==> config.mk <==
export PLATFORM = sky130hd
export DESIGN_NAME = signal_count_accumulator
export DESIGN_NICKNAME = d
export VERILOG_FILES = /design/src/rtl/count_acc_pkg.sv /design/src/rtl/count_sat_adder.sv /design/src/rtl/signal_count_accumulator.sv
export SDC_FILE = /design/constraint.sdc
export NUM_CORES = 1
export LEC_CHECK = 0
export BUFFER_PORTS_ARGS = -buffer_cell sky130_fd_sc_hd__buf_2
export CAP_MARGIN = 0
export CORE_MARGIN = 3
export CORE_UTILIZATION = 30
export DETAILED_ROUTE_END_ITERATION = 8
export GPL_ROUTABILITY_DRIVEN = 1
export SLEW_MARGIN = 10
export SYNTH_ARGS = -nofsm -noshare
export SYNTH_HDL_FRONTEND = slang
export SYNTH_SLANG_ARGS = --single-unit
==> constraint.sdc <==
create_clock -name clk -period 2.35 [get_ports clk]
set_clock_uncertainty 0.2 [all_clocks]
set_input_delay 0.235 -clock clk [delete_from_list [all_inputs] [get_ports clk]]
set_output_delay 0.235 -clock clk [all_outputs]
set_load 0.1 [all_outputs]
==> src/rtl/count_acc_pkg.sv <==
// count_acc_pkg: shared widths, FSM state type and input clamp for the count accumulator
package count_acc_pkg;
  localparam int COUNT_W = 3;
  localparam logic [COUNT_W-1:0] MAX_COUNT = 3'd4;
  typedef enum logic {ACCUM, HOLD} acc_state_t;
  function automatic logic [COUNT_W-1:0] clamp_count(input logic [COUNT_W-1:0] x);
    return (x > MAX_COUNT) ? MAX_COUNT : x;
  endfunction
endpackage

==> src/rtl/count_sat_adder.sv <==
// count_sat_adder: adds a clamped count to a running sum, saturating at all-ones
module count_sat_adder
  import count_acc_pkg::*;
#(
  parameter int SUM_W = 6
) (
  input  logic [SUM_W-1:0]   sum,
  input  logic [COUNT_W-1:0] count,
  output logic [SUM_W-1:0]   result,
  output logic               sat
);
  logic [SUM_W:0] raw;
  // count <= 4 < 2**SUM_W, so the carry bit alone signals overflow
  assign raw = {1'b0, sum} + (SUM_W + 1)'(count);
  assign sat = raw[SUM_W];
  assign result = sat ? '1 : raw[SUM_W-1:0];
endmodule

==> src/rtl/signal_count_accumulator.sv <==
// signal_count_accumulator: sums WINDOW popcounts per result; out_peak exists only with COUNT_ACC_PEAK_EN
module signal_count_accumulator
  import count_acc_pkg::*;
#(
  parameter int WINDOW = 8,
  parameter int SUM_W  = 6
) (
  input  logic               clk,
  input  logic               rst_n,
  input  logic               in_valid,
  output logic               in_ready,
  input  logic [COUNT_W-1:0] in_count,
  output logic               out_valid,
  input  logic               out_ready,
  output logic [SUM_W-1:0]   out_sum,
  output logic               out_overflow
`ifdef COUNT_ACC_PEAK_EN
  ,
  output logic [COUNT_W-1:0] out_peak
`endif
);
  localparam int CW = (WINDOW > 1) ? $clog2(WINDOW) : 1;
  acc_state_t state;
  logic [SUM_W-1:0] sum, base_sum, next_sum;
  logic [CW-1:0] cnt, base_cnt;
  logic ovf, base_ovf, sat, clamp_ev, acc_in, acc_out, fresh, last;
  logic [COUNT_W-1:0] c;
  assign in_ready = (state == ACCUM) | out_ready;
  assign out_valid = (state == HOLD);
  assign acc_in = in_valid & in_ready;
  assign acc_out = out_valid & out_ready;
  // an accept while in HOLD implies the held result is leaving, so start a new window
  assign fresh = (state == HOLD);
  assign base_sum = fresh ? '0 : sum;
  assign base_cnt = fresh ? '0 : cnt;
  assign base_ovf = fresh ? 1'b0 : ovf;
  assign c = clamp_count(in_count);
  assign clamp_ev = in_count > MAX_COUNT;
  assign last = base_cnt == CW'(WINDOW - 1);
  count_sat_adder #(.SUM_W(SUM_W)) u_add (
    .sum(base_sum), .count(c), .result(next_sum), .sat(sat)
  );
  always_ff @(posedge clk) begin
    if (!rst_n) begin
      state <= ACCUM;
      sum   <= '0;
      cnt   <= '0;
      ovf   <= 1'b0;
    end else if (acc_in) begin
      state <= last ? HOLD : ACCUM;
      sum   <= next_sum;
      cnt   <= last ? '0 : base_cnt + CW'(1);
      ovf   <= base_ovf | sat | clamp_ev;
    end else if (acc_out) begin
      state <= ACCUM;
      sum   <= '0;
      cnt   <= '0;
      ovf   <= 1'b0;
    end
  end
  assign out_sum = sum;
  assign out_overflow = ovf;
`ifdef COUNT_ACC_PEAK_EN
  logic [COUNT_W-1:0] peak, base_peak;
  assign base_peak = fresh ? '0 : peak;
  always_ff @(posedge clk) begin
    if (!rst_n) peak <= '0;
    else if (acc_in) peak <= (c > base_peak) ? c : base_peak;
    else if (acc_out) peak <= '0;
  end
  assign out_peak = peak;
`endif
endmodule

==> impl_metrics.csv <==
group,metric,value,unit
synthesis,post_synth_inst_count,92,
drt,detail_route.wl_per_cell,13.2,um
cts,cts_hold_buffers,0,
drt,drc,0,
setup_path,crit_slowest_cell,"sky130_fd_sc_hd__fa_1",
cts,cts_max_level,1,
power_and_ir_drop,cellPowerDensity,508,nW/um2
power_and_ir_drop,ir_drop,0.000303,V
synthesis,postSynthAreaPerCell,8.61,um2
grt,grt_first_pass_wirelength,3.03,mm
floorplanning,floorplan.io_pins,16,
grt,via_count_of_the_first_global_routing_pass,660,
cts,cts_tree,"yes",
finish,insertedDiodeCount,0,
setup_path,end_kind,"flip-flop",
synthesis,synth.net_count,105,
grt,groute.usage.overall,0.119,
synthesis,synth-async-reset-ratio,0,
sta,slew_violations,0,
sta,fin_crit,2160,ps
setup_path,critical_path.max_stage_delay,410,ps
sta,worst_slew_margin_relative_to_its_limit,0.675,
synthesis,cells_taking_the_most_area_after_synthesis,"sky130_fd_sc_hd__dfxtp_1 28%, sky130_fd_sc_hd__ha_1 7.9%, sky130_fd_sc_hd__nor2b_1 6.3%, sky130_fd_sc_hd__o21ai_0 5.1%, sky130_fd_sc_hd__a21oi_1 4.4%",
cts,clockBufferDepth,2,
power_and_ir_drop,report.power.total,0.459,mW
synthesis,synthFlopType,"sky130_fd_sc_hd__dfxtp_1",
grt,number_of_antenna_violations_at_the_first_check_in_global_routing,0,
synthesis,synthesis.yosys.warnings,0,
floorplanning,rows,17,
power_and_ir_drop,static-leakage-power,0.373,nW
setup_path,setup.worst_path.start_class,"flip-flop",
sta,setup-tns-final,0,ps
finish,areaGrowthSynthToFinish,14.2,%
synthesis,synth.lib_cells_used.distinct,34,
place,detailed_place_hpwl,1.41,mm
worst_hold_path,worst_hold_path_type,"primary input to flip-flop",
cts,root_buffer,"sky130_fd_sc_hd__clkbuf_4",
synthesis,synthMostInstantiatedCell,"sky130_fd_sc_hd__dfxtp_1",
place,final_weighted_congestion_of_routability_driven_global_placement,0.785,
cts,clkTransAtPathRegs,70,ps
floorplanning,fp.coreArea,2360,um2
drt,route.detailed.vias_per_inst,5.41,
finish,finalNetCount,119,
setup_path,crit_arrival,2170,ps
setup_path,critical_path.cell_chain,"nor2b_1 > ha_1 > inv_1 > fa_1 > nor2b_2 > o2111ai_2 > o211ai_1 > and2_1",
sta,max_freq,463,MHz
floorplanning,die_area,3290,um2
cts,cts_sink_cnt,11,
drt,detail_route.first_pass.iterations,4,
cts,worstSkewPairLatency,260,ps
drt,vias,719,
flow_run,maxCapViolations,0,
sta,worst_margin_slew,491,ps
synthesis,yosysSeqAreaShare,0.278,
cts,cts_resized,0,
grt,grt_start_max_net_pins,17,
sta,final.period_utilization,0.919,
floorplanning,die_x,57.4,um
grt,globalRouteOverflowTotal,0,
place,port_buffers,15,
cts,cts_setup_buffers,0,
setup_path,required,2360,ps
sta,setup_viol_count_final,0,
synthesis,synth.cell_area,792,um2
sta,rsz0062_at_grt,"false",
setup_path,crit_path_max_fanout,16,
synthesis,synth.top_cells.by_count,"11 x sky130_fd_sc_hd__dfxtp_1, 8 x sky130_fd_sc_hd__nor2b_1, 8 x sky130_fd_sc_hd__o21ai_0",
floorplanning,dieHeight,57.4,um
synthesis,synth.ff_latch_count,11,
finish,final_layout_size_suffix_gt1_frac,0.276,
drt,routed_wirelength,1.75,mm
synthesis,synth_enable_flop_cells,0,
drt,ant_nets,0,
cts,cts_inserted_buffers,3,
synthesis,synthDominantCellAreaShare,0.278,
setup_path,critPathKind,"flip-flop to flip-flop",
outcome,status,"finished, final reports clean",
drt,drtIter0Drc,16,
synthesis,synth_top_area_cell,"sky130_fd_sc_hd__dfxtp_1",
floorplanning,initial_core_util,0.335,
sta,hold_viol_final,0,
[power breakdown]
group | total (mW) | internal, mW | switching [mW]
clock network | 0.129 | 0.0657 | 0.0631
logic | 0.127 | 0.0409 | 0.0864
registers | 0.203 | 0.196 | 0.00725
[cell type report]
class	count	area (um2)
timing repair buffer	15	75.1
sequential	11	230
inverter	8	30.0
fill	241	1460
clock buffer	4	26.3
tap	28	35.0
multi-input combinational	67	508
[flip-flops by register name (all words and copies together), names as in the netlist]
name	cells
cnt	3
out_sum	6
out_valid	1
out_overflow	1
[layer usage]
layer	share of wire	up-vias	GRT usage
li1	-	363	-
met1	0.46	332	0.158
met2	0.48	19	0.176
met3	0.047	5	0.0249
met4	0.019	0	0.0695
met5	0	-	0
[through the flow]
stage / cells / area, um2 / hold WS (ps) / utilization / setup slack (ps)
floorplan: 92 / 802 / 190 / - / 72.9
global placement: 129 / 878 / 252 / 0.372 / 285
detailed placement: 129 / 878 / 253 / 0.372 / 210
CTS: 133 / 905 / 100 / 0.383 / 188
global route: 133 / 905 / 115 / 0.383 / 44.6
finish: 133 / 905 / 104 / 0.383 / 190
[critical path: cells and delay by family (launching register included)]
kind | cells | cell delay (ps)
buf+inv | 1 | 50
flops | 1 | 400
fa+ha+maj | 2 | 580
compound gates | 2 | 400
simple gates | 3 | 460
[logic make-up (layout without fill, tap and decap cells)]
logic type	count (synthesis)	count (layout)	synth area share
adders and majority gates	6	6	0.104
xor gates and xnor gates	2	2	0.0221
muxes	2	2	0.0253
buffers and inverters	14	27	0.0806
and+or+nand+nor	23	23	0.186
AOI/OAI and AO/OA	34	34	0.303
DFF	11	11	0.278
[layout by cell type (no fill, tap or decap), types with 2 or more instances in the layout]
cell type                  synthesis  layout
sky130_fd_sc_hd__o211ai_1          4       4
sky130_fd_sc_hd__mux2i_1           2       2
sky130_fd_sc_hd__inv_1             7       7
sky130_fd_sc_hd__ha_1              5       5
sky130_fd_sc_hd__and2_1            3       3
sky130_fd_sc_hd__dfxtp_4           0       2
sky130_fd_sc_hd__dfxtp_1          11       7
sky130_fd_sc_hd__xnor2_1           2       2
sky130_fd_sc_hd__clkbuf_4          0       3
sky130_fd_sc_hd__o21ai_0           8       8
sky130_fd_sc_hd__a32oi_1           2       2
sky130_fd_sc_hd__a22oi_1           2       2
sky130_fd_sc_hd__a21oi_1           7       7
sky130_fd_sc_hd__nand2_1           5       5
sky130_fd_sc_hd__nor2b_2           2       2
sky130_fd_sc_hd__buf_2             3      15
sky130_fd_sc_hd__dfxtp_2           0       2
sky130_fd_sc_hd__a21boi_0          2       2
sky130_fd_sc_hd__nor2b_1           8       8
[worst paths after layout]
check / startpoint / endpoint / slack [ps] / cells past startpoint
min: rst_n / out_valid / 100 / 2
max reg2reg: out_valid / out_sum[2] / 190 / 8
min reg2reg: out_sum[1] / out_sum[1] / 270 / 1
max: out_valid / out_sum[2] / 190 / 8
Note: power is estimated with default switching activity, not from simulation.
